File: src/rtl/tx_polyphase_fir.sv
// tx_polyphase_fir: multi-channel polyphase raised-cosine TX interpolator, N_PHASE saturated samples per BPSK symbol.
// Defining TXFIR_SAT_CNT_EN adds the o_sat_cnt saturation event counter port.
module tx_polyphase_fir #(
   parameter int N_CH      = 2,
   parameter int N_PHASE   = 4,
   parameter int N_TAPS    = 6,
   parameter int NB_COEFF  = 12,
   parameter int NB_OUTPUT = 12
) (
   input  logic                                 clk,
   input  logic                                 i_rst,
   input  logic                                 i_enb,
   input  logic [N_CH-1:0]                      i_bit,
   input  logic                                 i_coef_we,
   input  logic [$clog2(N_PHASE*N_TAPS)-1:0]    i_coef_addr,
   input  logic [NB_COEFF-1:0]                  i_coef_data,
   output logic [N_CH*NB_OUTPUT-1:0]            o_data,
   output logic                                 o_valid,
   output logic [$clog2(N_PHASE)-1:0]           o_phase,
   output logic [N_CH-1:0]                      o_sat
`ifdef TXFIR_SAT_CNT_EN
   ,output logic [15:0]                         o_sat_cnt
`endif
);
   localparam int NA = N_PHASE * N_TAPS;
   localparam int AW = $clog2(NA);
   localparam int PW = $clog2(N_PHASE);
   localparam int NP = NB_COEFF + 1;
   localparam int NS = NP + $clog2(N_TAPS);
   logic [PW-1:0]        ph_q, ph_d, tag_q;
   logic                 wrap, v1_q;
   logic [N_TAPS-1:0]    sr_q [N_CH];
   logic [N_TAPS-1:0]    sr_d [N_CH];
   logic [NB_COEFF-1:0]  coef_q [NA];
   logic signed [NP-1:0] prod_q [N_CH][N_TAPS];
   logic signed [NP-1:0] prod_d [N_CH][N_TAPS];
   logic signed [NS-1:0] sum_d [N_CH];
   logic [NB_OUTPUT-1:0] dat_d [N_CH];
   logic [N_CH-1:0]      sat_d;

   // phase advance, symbol shift on wrap, and sign-selected products from the pre-shift history
   always_comb begin
      wrap = ph_q == PW'(N_PHASE - 1);
      ph_d = wrap ? '0 : ph_q + PW'(1);
      for (int c = 0; c < N_CH; c++) begin
         sr_d[c] = wrap ? {sr_q[c][N_TAPS-2:0], i_bit[c]} : sr_q[c];
         for (int k = 0; k < N_TAPS; k++)
            prod_d[c][k] = sr_q[c][k] ? -NP'($signed(coef_q[AW'(int'(ph_q) * N_TAPS + k)]))
                                      :  NP'($signed(coef_q[AW'(int'(ph_q) * N_TAPS + k)]));
      end
   end

   // stage 1 registers and coefficient file; a same-cycle write only affects later products
   always_ff @(posedge clk) begin
      if (i_rst) begin
         ph_q   <= '0;
         tag_q  <= '0;
         v1_q   <= 1'b0;
         sr_q   <= '{default: '0};
         prod_q <= '{default: '0};
         coef_q <= '{default: '0};
      end else begin
         v1_q <= i_enb;
         if (i_enb) begin
            ph_q   <= ph_d;
            tag_q  <= ph_q;
            sr_q   <= sr_d;
            prod_q <= prod_d;
         end
         if (i_coef_we && int'(i_coef_addr) < NA)
            coef_q[i_coef_addr] <= i_coef_data;
      end
   end

   // full-precision tap sum, then clamp to the signed output range
   always_comb begin
      for (int c = 0; c < N_CH; c++) begin
         sum_d[c] = '0;
         for (int k = 0; k < N_TAPS; k++)
            sum_d[c] = sum_d[c] + NS'(prod_q[c][k]);
         sat_d[c] = !((&sum_d[c][NS-1:NB_OUTPUT-1]) || !(|sum_d[c][NS-1:NB_OUTPUT-1]));
         dat_d[c] = !sat_d[c] ? sum_d[c][NB_OUTPUT-1:0]
                  : sum_d[c][NS-1] ? {1'b1, {(NB_OUTPUT-1){1'b0}}} : {1'b0, {(NB_OUTPUT-1){1'b1}}};
      end
   end

   // stage 2 output registers, valid pulses once per enabled stage-1 cycle
   always_ff @(posedge clk) begin
      if (i_rst) begin
         o_valid <= 1'b0;
         o_phase <= '0;
         o_sat   <= '0;
         o_data  <= '0;
      end else begin
         o_valid <= v1_q;
         if (v1_q) begin
            o_phase <= tag_q;
            o_sat   <= sat_d;
            for (int c = 0; c < N_CH; c++)
               o_data[c*NB_OUTPUT +: NB_OUTPUT] <= dat_d[c];
         end
      end
   end

`ifdef TXFIR_SAT_CNT_EN
   // count outputs with any saturated channel, sticking at all-ones
   always_ff @(posedge clk) begin
      if (i_rst)
         o_sat_cnt <= '0;
      else if (v1_q && |sat_d && o_sat_cnt != 16'hFFFF)
         o_sat_cnt <= o_sat_cnt + 16'd1;
   end
`endif
endmodule

File: config.mk
export PLATFORM = sky130hd
export DESIGN_NAME = tx_polyphase_fir
export DESIGN_NICKNAME = d
export VERILOG_FILES = /design/src/rtl/tx_polyphase_fir.sv
export SDC_FILE = /design/constraint.sdc
export NUM_CORES = 1
export LEC_CHECK = 0
export ABC_AREA = 1
export BUFFER_PORTS_ARGS = -buffer_cell sky130_fd_sc_hd__clkbuf_2
export CAP_MARGIN = 40
export CELL_PAD_IN_SITES_DETAIL_PLACEMENT = 0
export CELL_PAD_IN_SITES_GLOBAL_PLACEMENT = 1
export CORE_UTILIZATION = 46
export DETAILED_ROUTE_END_ITERATION = 10
export PLACE_DENSITY_LB_ADDON = 0.1
export SYNTH_ARGS = -nofsm -noshare
export SYNTH_HDL_FRONTEND = slang
export SYNTH_SLANG_ARGS = --single-unit
File: constraint.sdc
create_clock -name clk -period 4.6 [get_ports clk]
set_clock_uncertainty 0.15 [all_clocks]
set_input_delay 0.46 -clock clk [delete_from_list [all_inputs] [get_ports clk]]
set_output_delay 0.46 -clock clk [all_outputs]
set_load 0.02 [all_outputs]
==> results.sh <==
export IMPL_final_hold_violation_count=0
export IMPL_cts_max_path_buffers=3
export IMPL_cts_tree="built"
export IMPL_cts_resized=0
export IMPL_yosysMostFrequentCell="nand2_1"
export IMPL_rrSetupSlack_ns=0.40
export IMPL_final_area_um2=32300
export IMPL_tightest_slew_ns=0.8965
export IMPL_synth_top_area_cell="dfxtp_1"
export IMPL_critPathRequiredTime_ns=4.95
export IMPL_globalplace_congestion=0.9248
export IMPL_totalWireLength_um=111600
export IMPL_relSlewSlack=0.4024
export IMPL_ys_top_cells_by_count="nand2_1, nor2_1, dfxtp_1, nand3_1, inv_1"
export IMPL_worstSetupEndpointType="flip-flop"
export IMPL_fin_ws_ns=0.4039
export IMPL_rsz0062_at_grt="false"
export IMPL_clock_latency_ns=0.63
export IMPL_ys_seq_elements=484
export IMPL_grt_usage=0.3338
export IMPL_placed_area_um2=30510
export IMPL_r2r_end="o_data[21]"
export IMPL_grt_ovfl_total=0
export IMPL_yosys_top_cells_area="dfxtp_1, nand2_1, nand3_1, o21ai_0, nor2_1"
export IMPL_min_from="i_coef_data[3]"
export IMPL_setup_viol=0
export IMPL_avgSynthCellArea_um2=6.560
export IMPL_syn_area_um2=29890
export IMPL_synth_main_ff_cell="dfxtp_1"
export IMPL_drt_pre_antenna_iters=6
export IMPL_min_path_type="in -> reg"
export IMPL_drt_iter0_drc=3119
export IMPL_ys_seq_area_frac=0.3241
export IMPL_rr_worst_depth=19
export IMPL_finalNetCount=4613
export IMPL_initial_core_util=0.4645
export IMPL_static_leakage_power_nw=14.42
export IMPL_ir_drop_mv=0.2752
export IMPL_die_x_um=256.9
export IMPL_holdPathEnd="coef_q[147]"
export IMPL_io_pins=52
export IMPL_hold_depth=3
export IMPL_clk_transition_reported_paths_ns=0.06
export IMPL_drive_above_1_share=0.06092
export IMPL_num_vias=29472
export IMPL_post_route_period_util=0.9122
export IMPL_synth_fp_nets=4724
export IMPL_cts_buffers_inserted=56
export IMPL_preCtsSetupSlack_ns=0.4303
export IMPL_synth_edf_count=0
export IMPL_wire_per_inst_um=20.92
export IMPL_critPathLaunchType="flip-flop"
export IMPL_vias_per_cell=5.523
export IMPL_yosysWarnings=0
export IMPL_critPathKind="reg -> reg"
export IMPL_coreArea_um2=64350
export IMPL_r2r_start="prod_q[2]"
export IMPL_first_global_vias=26985
export IMPL_final_cells=5336
export IMPL_status="finished, final reports clean"
export IMPL_fmax_mhz=238.3
export IMPL_antenna_found_initial=0
export IMPL_area_growth_pct=8.066
export IMPL_drv_slew=0
export IMPL_min_period_ns=4.196
export IMPL_syn_inst=4557
export IMPL_drcViolationCount=0
export IMPL_setup_tns_final_ns=0
export IMPL_dp_hpwl_um=79600
export IMPL_cts_root_buf="clkbuf_16"
export IMPL_grt_max_degree=153
export IMPL_async_flop_share=0
export IMPL_io_buffers=51
export IMPL_htree_levels=2
export IMPL_crit_path_max_fanout=11
export IMPL_yosysUniqueCellTypes=50
export IMPL_clock_sinks=484
export IMPL_dp_cells=5241
export IMPL_fp_dieH_um=256.9
export IMPL_fill_cells=6849
export IMPL_critPathArrivalTime_ns=4.54
export IMPL_ant_nets=0
export IMPL_grt_pass1_wl_um=169400
export IMPL_cap_violations=0
export IMPL_fp_dieArea_um2=66010
export IMPL_fp_row_count=93
export IMPL_power_density_nw_per_um2=430.4
export IMPL_diodes=0
export IMPL_synth_top_area_frac=0.3241
==> where the power goes <==
part	total [W]	switching (W)	leakage [nW]	internal [W]
Sequential	0.00453	0.000132	3.93	0.00440
Clock	0.00448	0.00187	0.876	0.00261
Combinational	0.00489	0.00338	9.61	0.00152
Total	0.0139	0.00538	14.4	0.00852
==> through the flow <==
stage	total power, W	hold slack, ns	utilization
6_report	0.01390	0.07655	0.5020
5_1_grt	0.01468	0.08450	0.5020
4_1_cts	0.01393	0.04598	0.5020
3_5_place_dp	0.009454	0.2978	0.4741
3_3_place_gp	0.009449	0.2872	0.4729
2_1_floorplan	0.007945	0.2744	-
==> how the worst max path moves through the flow <==
stage               startpoint          to  slack [ns]
floorplan            prod_q[2]  o_data[18]        0.55
global placement     prod_q[2]  o_data[22]        0.43
detailed placement   prod_q[2]  o_data[20]        0.43
CTS                 prod_q[51]  o_data[21]        0.41
global route        prod_q[80]   o_data[5]        0.07
finish               prod_q[2]  o_data[21]        0.40
==> final cells by class <==
class                           instances  area [um^2]  area share
Tap cell                              855         1070     0.03312
Sequential cell                       484         9693      0.3001
Clock buffer                           83         1644     0.05089
Inverter                              485         1839     0.05694
Clock inverter                         10        132.6    0.004106
Multi-Input combinational cell       3300        17030      0.5273
Timing Repair Buffer                  119        890.9     0.02758
==> layout by cell type, fill, tap and decap left out, types with 49 or more instances in the layout <==
cell	instances
nand2_1	1012
nor2_1	576
dfxtp_1	483
nand3_1	470
inv_1	454
o21ai_0	453
a21oi_1	366
fa_1	104
o211ai_1	65
buf_4	60
clkbuf_16	57
o21ai_1	50
clkbuf_2	49
==> routing by layer <==
metal	up-vias	GRT usage	part of all wire
met5	-	0	0
met4	0	0.1133	0.034
met3	160	0.03349	0.065
met2	1032	0.5272	0.45
met1	13845	0.4744	0.46
li1	14435	-	-
==> registers in the layout (all words and copies together) (netlist names) <==
signal / count
prod_q: 150
coef_q: 288
v1_q: 1
o_valid: 1
o_phase: 2
ph_q: 2
o_data: 24
o_sat: 2
sr_q: 12
tag_q: 2
==> what timing repair did <==
item | CTS | global route
setup buffers | 0 | 0
hold endpoints to repair | 2 | 0
hold buffers | 2 | 0
setup endpoints to repair | 0 | 0
==> critical path, cell delays in order (launching register included) <==
cell and delay (ns):
dfxtp_1 0.32, inv_1 0.06, fa_1 0.52, inv_1 0.05, fa_1 0.47, inv_1 0.05, fa_1 0.42, inv_1 0.06
ha_1 0.17, inv_1 0.07, fa_1 0.47, o21ai_0 0.26, nand3_1 0.15, nand4_1 0.15, nand2_1 0.06, a21oi_1 0.16
nand2_1 0.07, a21oi_1 0.12, buf_4 0.20, a21oi_1 0.08
==> cells by family after synthesis <==
group,Yosys count,share of synthesized area
AO/OA/AOI/OAI,974,0.1724
flip-flops,484,0.3241
XOR/XNOR,45,0.01406
buffers and inverters,773,0.1066
AND/OR/NAND/NOR,2134,0.2953
adder cells (fa/ha/maj),144,0.08639
multiplexers,3,0.001005
Power figures use the tool's default switching activity.
